**src/rtl/riscvga_pkg.sv**
```systemverilog
// riscvga_pkg: types and constants shared by the riscvga writeback stage.
//   wb_state_e    - writeback sequencing states (RUN, FLUSH)
//   WB_SRC_*      - result source indices into the packed source bus
//   wb_rf_write_s - register-file write record {v, addr, data}
package riscvga_pkg;

  typedef enum logic [0:0] {
    RUN   = 1'b0,
    FLUSH = 1'b1
  } wb_state_e;

  localparam int WB_SRC_ALU  = 0;
  localparam int WB_SRC_LOAD = 1;
  localparam int WB_SRC_LINK = 2;

  localparam int WB_DATA_W = 32;
  localparam int WB_ADDR_W = 5;

  typedef struct packed {
    logic                 v;
    logic [WB_ADDR_W-1:0] addr;
    logic [WB_DATA_W-1:0] data;
  } wb_rf_write_s;

endpackage

```
**src/rtl/writeback_unit_if.sv**
```systemverilog
// writeback_unit_if: execute-to-writeback bundle plus the register-file
// write and redirect outputs of the writeback stage.
//   master - execute/bench side: drives instruction fields, observes results
//   slave  - writeback_unit side
// Optional: WRITEBACK_RETIRE_CNT_EN adds retire_cnt_o [31:0].
interface writeback_unit_if #(
  parameter int DATA_WIDTH_P     = 32,
  parameter int NUM_SRC_P        = 3,
  parameter int REG_ADDR_WIDTH_P = 5
) ();

  localparam int SEL_W = $clog2(NUM_SRC_P);

  logic                              wb_v_i;
  logic                              wb_ready_o;
  logic                              rd_we_i;
  logic [REG_ADDR_WIDTH_P-1:0]       rd_addr_i;
  logic [SEL_W-1:0]                  src_sel_i;
  logic [NUM_SRC_P*DATA_WIDTH_P-1:0] src_data_i;
  logic                              br_v_i;
  logic                              jmp_v_i;
  logic                              bru_result_i;
  logic [DATA_WIDTH_P-1:0]           target_i;
  logic                              stall_v_i;
  logic                              rf_w_v_o;
  logic [REG_ADDR_WIDTH_P-1:0]       rf_waddr_o;
  logic [DATA_WIDTH_P-1:0]           rf_wdata_o;
  logic                              redirect_v_o;
  logic [DATA_WIDTH_P-1:0]           redirect_pc_o;
  logic                              squash_o;
`ifdef WRITEBACK_RETIRE_CNT_EN
  logic [31:0]                       retire_cnt_o;

  modport master (
    output wb_v_i, rd_we_i, rd_addr_i, src_sel_i, src_data_i,
           br_v_i, jmp_v_i, bru_result_i, target_i, stall_v_i,
    input  wb_ready_o, rf_w_v_o, rf_waddr_o, rf_wdata_o,
           redirect_v_o, redirect_pc_o, squash_o, retire_cnt_o
  );

  modport slave (
    input  wb_v_i, rd_we_i, rd_addr_i, src_sel_i, src_data_i,
           br_v_i, jmp_v_i, bru_result_i, target_i, stall_v_i,
    output wb_ready_o, rf_w_v_o, rf_waddr_o, rf_wdata_o,
           redirect_v_o, redirect_pc_o, squash_o, retire_cnt_o
  );
`else
  modport master (
    output wb_v_i, rd_we_i, rd_addr_i, src_sel_i, src_data_i,
           br_v_i, jmp_v_i, bru_result_i, target_i, stall_v_i,
    input  wb_ready_o, rf_w_v_o, rf_waddr_o, rf_wdata_o,
           redirect_v_o, redirect_pc_o, squash_o
  );

  modport slave (
    input  wb_v_i, rd_we_i, rd_addr_i, src_sel_i, src_data_i,
           br_v_i, jmp_v_i, bru_result_i, target_i, stall_v_i,
    output wb_ready_o, rf_w_v_o, rf_waddr_o, rf_wdata_o,
           redirect_v_o, redirect_pc_o, squash_o
  );
`endif

endinterface

```
**src/rtl/writeback_src_mux.sv**
```systemverilog
// writeback_src_mux: one-of-NUM_SRC_P result selector.
//   sel      - source index; values >= NUM_SRC_P fall back to the ALU source
//   src_data - packed sources, source k at [k*DATA_WIDTH_P +: DATA_WIDTH_P]
//   data     - selected value
module writeback_src_mux
  import riscvga_pkg::*;
#(
  parameter int NUM_SRC_P    = 3,
  parameter int DATA_WIDTH_P = 32
) (
  input  logic [$clog2(NUM_SRC_P)-1:0]       sel,
  input  logic [NUM_SRC_P*DATA_WIDTH_P-1:0]  src_data,
  output logic [DATA_WIDTH_P-1:0]            data
);

  localparam int SEL_W = $clog2(NUM_SRC_P);

  always_comb begin
    data = src_data[WB_SRC_ALU*DATA_WIDTH_P +: DATA_WIDTH_P];
    for (int k = 1; k < NUM_SRC_P; k++) begin
      if (sel == SEL_W'(k)) begin
        data = src_data[k*DATA_WIDTH_P +: DATA_WIDTH_P];
      end
    end
  end

endmodule

```
**src/rtl/writeback_unit.sv**
```systemverilog
// writeback_unit: riscvga writeback stage.
//   clk_i, reset_i (synchronous, active-high)
//   wb (slave)  - valid/ready instruction input from execute, result sources,
//                 branch/jump resolution, stall; register-file write,
//                 one-cycle redirect and squash outputs.
// A one-entry output register holds the pending write while the register
// file port is stalled. A taken branch/jump redirects for one cycle and then
// squashes the next FLUSH_CYCLES_P transfers.
// Optional: WRITEBACK_RETIRE_CNT_EN adds a 32-bit count of non-squashed
// transfers on retire_cnt_o.
//
// state | meaning
// RUN   | normal writeback, transfers write and may redirect
// FLUSH | wrong-path transfers accepted and dropped, counted down
module writeback_unit
  import riscvga_pkg::*;
#(
  parameter int DATA_WIDTH_P     = 32,
  parameter int NUM_SRC_P        = 3,
  parameter int REG_ADDR_WIDTH_P = 5,
  parameter int FLUSH_CYCLES_P   = 2
) (
  input logic             clk_i,
  input logic             reset_i,
  writeback_unit_if.slave wb
);

  localparam logic [0:0] ST_RUN   = 1'b0;
  localparam logic [0:0] ST_FLUSH = 1'b1;

  logic [0:0]                  state;
  logic [3:0]                  flush_cnt;
  logic                        out_valid;
  logic [REG_ADDR_WIDTH_P-1:0] out_addr;
  logic [DATA_WIDTH_P-1:0]     out_data;
  logic                        redirect_v;
  logic [DATA_WIDTH_P-1:0]     redirect_pc;
  logic [DATA_WIDTH_P-1:0]     src_val;
  logic                        ready;
  logic                        xfer;
  logic                        run_xfer;
  logic                        taken;

  writeback_src_mux #(
    .NUM_SRC_P    (NUM_SRC_P),
    .DATA_WIDTH_P (DATA_WIDTH_P)
  ) u_src_mux (
    .sel      (wb.src_sel_i),
    .src_data (wb.src_data_i),
    .data     (src_val)
  );

  assign ready    = ~wb.stall_v_i | ~out_valid;
  assign xfer     = wb.wb_v_i & ready;
  assign run_xfer = xfer & (state == ST_RUN);
  // A jump wins over a simultaneous branch flag, so a not-taken condition
  // never suppresses it.
  assign taken    = wb.jmp_v_i | (wb.br_v_i & wb.bru_result_i);

  always_ff @(posedge clk_i) begin
    if (reset_i) begin
      state       <= ST_RUN;
      flush_cnt   <= '0;
      out_valid   <= 1'b0;
      out_addr    <= '0;
      out_data    <= '0;
      redirect_v  <= 1'b0;
      redirect_pc <= '0;
    end else begin
      redirect_v  <= run_xfer & taken;
      redirect_pc <= (run_xfer & taken) ? wb.target_i : '0;

      // Any transfer implies the held entry (if any) is draining this cycle,
      // so a squashed transfer simply leaves the register empty.
      if (run_xfer) begin
        out_valid <= wb.rd_we_i & (wb.rd_addr_i != '0);
        out_addr  <= wb.rd_addr_i;
        out_data  <= src_val;
      end else if (~wb.stall_v_i) begin
        out_valid <= 1'b0;
      end

      case (state)
        ST_RUN: begin
          if (run_xfer && taken && (FLUSH_CYCLES_P > 0)) begin
            state     <= ST_FLUSH;
            flush_cnt <= 4'(FLUSH_CYCLES_P);
          end
        end
        ST_FLUSH: begin
          if (xfer) begin
            flush_cnt <= flush_cnt - 4'd1;
            if (flush_cnt == 4'd1) begin
              state <= ST_RUN;
            end
          end
        end
        default: begin
          state     <= ST_RUN;
          flush_cnt <= '0;
        end
      endcase
    end
  end

  assign wb.wb_ready_o    = ready;
  assign wb.rf_w_v_o      = out_valid & ~wb.stall_v_i;
  assign wb.rf_waddr_o    = out_addr;
  assign wb.rf_wdata_o    = out_data;
  assign wb.redirect_v_o  = redirect_v;
  assign wb.redirect_pc_o = redirect_pc;
  assign wb.squash_o      = (state == ST_FLUSH);

`ifdef WRITEBACK_RETIRE_CNT_EN
  logic [31:0] retire_cnt;

  always_ff @(posedge clk_i) begin
    if (reset_i) begin
      retire_cnt <= '0;
    end else if (run_xfer) begin
      retire_cnt <= retire_cnt + 32'd1;
    end
  end

  assign wb.retire_cnt_o = retire_cnt;
`endif

endmodule

```
**src/flat_wrapper.sv**
```systemverilog
// flat-port wrapper written by rule: the top's interface ports become plain ports
module writeback_unit_flat import riscvga_pkg::*;
#(
  parameter int DATA_WIDTH_P     = 32,
  parameter int NUM_SRC_P        = 3,
  parameter int REG_ADDR_WIDTH_P = 5,
  parameter int FLUSH_CYCLES_P   = 2
)
  (clk_i, reset_i, wb_wb_v_i, wb_rd_we_i, wb_rd_addr_i, wb_src_sel_i, wb_src_data_i, wb_br_v_i, wb_jmp_v_i, wb_bru_result_i, wb_target_i, wb_stall_v_i, wb_wb_ready_o, wb_rf_w_v_o, wb_rf_waddr_o, wb_rf_wdata_o, wb_redirect_v_o, wb_redirect_pc_o, wb_squash_o);
  writeback_unit_if #(.DATA_WIDTH_P(DATA_WIDTH_P), .NUM_SRC_P(NUM_SRC_P), .REG_ADDR_WIDTH_P(REG_ADDR_WIDTH_P)) wb_i ();
  input logic clk_i;
  input logic reset_i;
  input wire logic [$bits(wb_i.wb_v_i)-1:0] wb_wb_v_i;
  input wire logic [$bits(wb_i.rd_we_i)-1:0] wb_rd_we_i;
  input wire logic [$bits(wb_i.rd_addr_i)-1:0] wb_rd_addr_i;
  input wire logic [$bits(wb_i.src_sel_i)-1:0] wb_src_sel_i;
  input wire logic [$bits(wb_i.src_data_i)-1:0] wb_src_data_i;
  input wire logic [$bits(wb_i.br_v_i)-1:0] wb_br_v_i;
  input wire logic [$bits(wb_i.jmp_v_i)-1:0] wb_jmp_v_i;
  input wire logic [$bits(wb_i.bru_result_i)-1:0] wb_bru_result_i;
  input wire logic [$bits(wb_i.target_i)-1:0] wb_target_i;
  input wire logic [$bits(wb_i.stall_v_i)-1:0] wb_stall_v_i;
  output wire logic [$bits(wb_i.wb_ready_o)-1:0] wb_wb_ready_o;
  output wire logic [$bits(wb_i.rf_w_v_o)-1:0] wb_rf_w_v_o;
  output wire logic [$bits(wb_i.rf_waddr_o)-1:0] wb_rf_waddr_o;
  output wire logic [$bits(wb_i.rf_wdata_o)-1:0] wb_rf_wdata_o;
  output wire logic [$bits(wb_i.redirect_v_o)-1:0] wb_redirect_v_o;
  output wire logic [$bits(wb_i.redirect_pc_o)-1:0] wb_redirect_pc_o;
  output wire logic [$bits(wb_i.squash_o)-1:0] wb_squash_o;
  assign wb_i.wb_v_i = wb_wb_v_i;
  assign wb_i.rd_we_i = wb_rd_we_i;
  assign wb_i.rd_addr_i = wb_rd_addr_i;
  assign wb_i.src_sel_i = wb_src_sel_i;
  assign wb_i.src_data_i = wb_src_data_i;
  assign wb_i.br_v_i = wb_br_v_i;
  assign wb_i.jmp_v_i = wb_jmp_v_i;
  assign wb_i.bru_result_i = wb_bru_result_i;
  assign wb_i.target_i = wb_target_i;
  assign wb_i.stall_v_i = wb_stall_v_i;
  assign wb_wb_ready_o = wb_i.wb_ready_o;
  assign wb_rf_w_v_o = wb_i.rf_w_v_o;
  assign wb_rf_waddr_o = wb_i.rf_waddr_o;
  assign wb_rf_wdata_o = wb_i.rf_wdata_o;
  assign wb_redirect_v_o = wb_i.redirect_v_o;
  assign wb_redirect_pc_o = wb_i.redirect_pc_o;
  assign wb_squash_o = wb_i.squash_o;
  writeback_unit #(.DATA_WIDTH_P(DATA_WIDTH_P), .NUM_SRC_P(NUM_SRC_P), .REG_ADDR_WIDTH_P(REG_ADDR_WIDTH_P), .FLUSH_CYCLES_P(FLUSH_CYCLES_P)) u_core (.clk_i(clk_i), .reset_i(reset_i), .wb(wb_i));
endmodule
```
**config.mk**
```make
export PLATFORM = sky130hd
export DESIGN_NAME = writeback_unit_flat
export DESIGN_NICKNAME = d
export VERILOG_FILES = /design/src/rtl/riscvga_pkg.sv /design/src/rtl/writeback_unit_if.sv /design/src/rtl/writeback_src_mux.sv /design/src/rtl/writeback_unit.sv /design/src/flat_wrapper.sv
export SDC_FILE = /design/constraint.sdc
export NUM_CORES = 1
export LEC_CHECK = 0
export CAP_MARGIN = 0
export CELL_PAD_IN_SITES_DETAIL_PLACEMENT = 0
export CELL_PAD_IN_SITES_GLOBAL_PLACEMENT = 1
export CORE_MARGIN = 3
export CORE_UTILIZATION = 27
export CTS_CLUSTER_SIZE = 25
export DETAILED_ROUTE_END_ITERATION = 10
export GPL_TIMING_DRIVEN = 0
export MAX_ROUTING_LAYER = met4
export PLACE_DENSITY_LB_ADDON = 0.1
export SLEW_MARGIN = 20
export SYNTH_ARGS = -nofsm -noshare
export SYNTH_HDL_FRONTEND = slang
export SYNTH_SLANG_ARGS = --single-unit
```
**constraint.sdc**
```tcl
create_clock -name clk_i -period 1.4 [get_ports clk_i]
set_input_delay 0.28 -clock clk_i [delete_from_list [all_inputs] [get_ports clk_i]]
set_output_delay 0.28 -clock clk_i [all_outputs]
set_load 0.02 [all_outputs]
```
==> metrics.md <==
| Metric | Value |
|---|---|
| Pwr per Cell Area | `between 900 and 1000 nW/um2` |
| First-pass GRT wire length | `~18,000 um` |
| Die area | `14,400 um2` |
| Post-synthesis compound-gate area fraction | `12.5%` |
| Critical path data arrival time | `1.57 ns` |
| Internal Power | `4.64 mW` |
| Hold Path Origin | `wb_stall_v_i` |
| Area of the core | `~12,000 um2` |
| Syn_area_per_cell | `about 11 um2` |
| Leakage Power | `2.93 nW` |
| Final worst path period need | `between 1 and 1.5 ns` |
| Slew @ Worst Pin | `0.401 ns` |
| Comb power frac | `22.0%` |
| Unrepaired setup endpoints after global routing | `false` |
| Area share of the largest cell type after synthesis | `between 40% and 50%` |
| Post-synth cell types | `35` |
| CTS sink cnt | `76` |
| Setup-failing EPs final | `0` |
| R2R Setup Slk | `roughly 0.070 ns` |
| WL final | `between 10,000 and 15,000 um` |
| Fillcell total | `1,211` |
| Routed len/inst | `16.0 um` |
| Status | `finished clean` |
| PnR Total Power | `between 6 and 7 mW` |
| Worst-path clk slew | `about 0.05 ns` |
| DRT iter0 DRCs | `a little under 90` |
| Syn Nets | `457` |
| Hold bufs inserted after CTS | `0` |
| Clk root buf | `clkbuf_16` |
| Hold Slack | `0.430 ns` |
| Vias/cell | `roughly 4.5` |
| Clk_lat worst skew | `0.33 ns` |
| Worst R2R Start | `u_core.out_valid$_SDFFE_PP0P_` |
| Fmax achieved | `742 MHz` |
| CP max FO | `6` |
| Largest family of logic cells by synthesized area | `multiplexers` |
| DRT antenna net count | `0` |
| Gpl congestion | `0.760` |
| Largest net degree at the start of global routing | `13` |
| Hold endpoint | `u_core.out_valid$_SDFFE_PP0P_` |
| Skew final | `0.00319 ns` |
| Switching Fraction | `24.7%` |
| Worst R2R End | `u_core.wb.rf_wdata_o[24]$_SDFFE_PP0P_` |
| TritonCTS clock tree | `yes` |
| Port buffer count | `213` |
| Share of the yosys chip area belonging to registers | `43.5%` |
| Post-synthesis adder-cell area fraction | `less than 1%` |
| Clk pwr share | `39.8%` |
| Layout Nets | `688` |
| Initial antenna violation count | `0` |
| N_diodes | `0` |
| Row count | `40` |
| DR DRC count | `0` |
| IO Pins | `around 220` |
| Worst min-delay path category | `primary input to flop` |
| Most common cell in the netlist | `mux2i_1` |
| Worst-case clock buffer depth | `2` |
| Share of cells above drive strength 1 | `10.2%` |
| Chip height | `120 um` |
| DR vias | `~3,200` |
| Worst vdd ir | `slightly below 0.7 mV` |
| Post-Synth XOR/XNOR Area | `0%` |
| Post-DP HPWL | `8680 um` |
| Yosys top cell by area | `dfxtp_1` |
| Vias in the first global route | `3,288` |
| Yosys reg bits | `76` |
| Post-Synth Simple-Gate Area | `9.97%` |
| Max-cap violations | `0` |
| Crit Path Class | `primary input to flop` |
| H-Tree Depth | `3` |
| Commonest cells post-synth | `mux2i_1, dfxtp_1, a22o_1, and2_1, buf_6` |
| Total CTS buffers | `9` |
| Synth Cell Area | `3500 um2` |
| Cells on worst reg2reg path | `6` |
| Hold-critical path depth | `3` |
| Top_reg_cell synth | `dfxtp_1` |
| Sw Pwr | `1.52 mW` |
| Width of the die | `120 um` |
| Final worst-path cycle share | `96.3%` |
| Area grow syn2layout | `76.7%` |
| Final hold violations | `0` |
| Initial Util | `28.3%` |
| Asr flop ratio synth | `0%` |
| Share of power burned in registers | `38.2%` |
| Post-synthesis mux area share | `27.4%` |
| Global Route Usage Sum | `16.3%` |
| Synth top area cells | `dfxtp_1, mux2i_1, a22o_1, and2_1, buf_6` |
| Post-synth EDFFs | `0` |
| Required @ worst endpoint | `1.62 ns` |
| Slew HR | `73.1%` |
| CP Launch Type | `primary input` |
| Cell count after synthesis | `312` |
| TritonRoute pass-1 iters | `4` |
| Worst setup EP type | `flop` |
| Grt ovf | `0` |
| Warnings, synthesis | `0` |
| Final Max Slew Viols | `0` |
==> cell type report <==
class / instances / area (um2) / area share, %
repair buffers: 221 / 2130 / 34.5
multi-input cells: 209 / 1790 / 29.0
flip-flops and latches: 76 / 1520 / 24.6
clock buffers: 13 / 280 / 4.53
well taps: 168 / 210 / 3.40
plain buffers: 23 / 191 / 3.09
clock inverters: 3 / 42.5 / 0.688
inverters: 3 / 11.3 / 0.182
==> cells in the final DEF (no fill, tap or decap), types with 2 or more instances in the layout <==
cell               n
clkbuf_2           2
a22o_1            32
clkdlybuf4s50_1  138
nor2b_1            2
nor2_1             2
o21a_1             2
a31oi_1            2
a21oi_1            8
buf_6              8
and2_1            32
buf_4             11
mux2i_1           96
o21ai_0            8
ha_1               2
buf_2              6
dfxtp_2            2
dfxtp_1           74
clkbuf_1           2
buf_8              2
nand3_1            6
clkbuf_8           4
dlygate4sd2_1     72
clkbuf_16         10
inv_1              2
==> metrics by stage <==
stage / worst slack (ns) / cell area, um2 / utilization (%) / TNS, ns / std cells
after floorplan: 0.0671 / 3500 / - / 0 / 312
after global placement: -0.481 / 5840 / 47.3 / -33.83 / 693
after detailed placement: -0.492 / 5840 / 47.3 / -33.62 / 693
after CTS: 0.0109 / 6150 / 49.7 / 0 / 715
after global routing: 0.00156 / 6190 / 50.0 / 0 / 716
final: 0.0519 / 6190 / 50.0 / 0 / 716
==> power groups by stage <==
| stage | logic [mW] | clock network [mW] | registers [mW] |
|---|---|---|---|
| final | 1.35 | 2.45 | 2.35 |
| after global routing | 1.46 | 2.64 | 2.37 |
| after CTS | 1.36 | 2.55 | 2.35 |
| after detailed placement | 1.41 | 0 | 2.40 |
| after global placement | 1.40 | 0 | 2.40 |
| after floorplan | 0.491 | 0 | 2.55 |
==> routing by layer <==
layer  wire, um  vias to the layer above  part of all wire [%]  track usage, %
li1           -                     1597                     -               -
met4        134                        0                   1.2            4.08
met3        774                       15                   6.8            5.80
met5          0                        -                     0               -
met1       4990                     1482                    44            19.5
met2       5560                      119                    49            26.3
==> worst max-delay path by stage <==
stage / slack, ns / end / cells past startpoint / startpoint
after floorplan: 0.07 / u_core.wb.rf_wdata_o[0]$_SDFFE_PP0P_ / 4 / u_core.wb.squash_o$_SDFF_PP0_
after global placement: -0.48 / u_core.wb.rf_wdata_o[29]$_SDFFE_PP0P_ / 6 / wb_wb_v_i
after detailed placement: -0.49 / u_core.wb.rf_wdata_o[7]$_SDFFE_PP0P_ / 6 / wb_wb_v_i
after CTS: 0.01 / u_core.wb.rf_wdata_o[24]$_SDFFE_PP0P_ / 6 / u_core.out_valid$_SDFFE_PP0P_
after global routing: 0.002 / wb_squash_o / 1 / u_core.wb.squash_o$_SDFF_PP0_
final: 0.05 / u_core.wb.rf_wdata_o[26]$_SDFFE_PP0P_ / 5 / reset_i
==> registers in the layout, indices dropped and copies added, names as in the netlist <==
signal                   flops
u_core.flush_cnt             4
u_core.out_valid             1
u_core.wb.redirect_pc_o     32
u_core.wb.redirect_v_o       1
u_core.wb.rf_waddr_o         5
u_core.wb.rf_wdata_o        32
u_core.wb.squash_o           1
==> repair_timing <==
action,4_1_cts,5_1_grt
setup endpoints to repair,134,30
resized for setup,89,6
pin swaps,4,1
cloned,1,1
setup buffers,6,0
==> cells by family (layout without fill, tap and decap cells) <==
| logic type | Yosys count | count (layout) |
|---|---|---|
| simple gates | 53 | 53 |
| mux | 96 | 96 |
| fa+ha+maj | 2 | 2 |
| flops | 76 | 76 |
| compound gates | 58 | 58 |
| buf+inv | 27 | 263 |
==> worst max-delay path, stage by stage <==
cell             delay [ns]
clkdlybuf4s50_1        0.71
nor3_4                 0.08
buf_6                  0.16
buf_4                  0.14
a22o_1                 0.20
(Power assumes the default switching activity.)
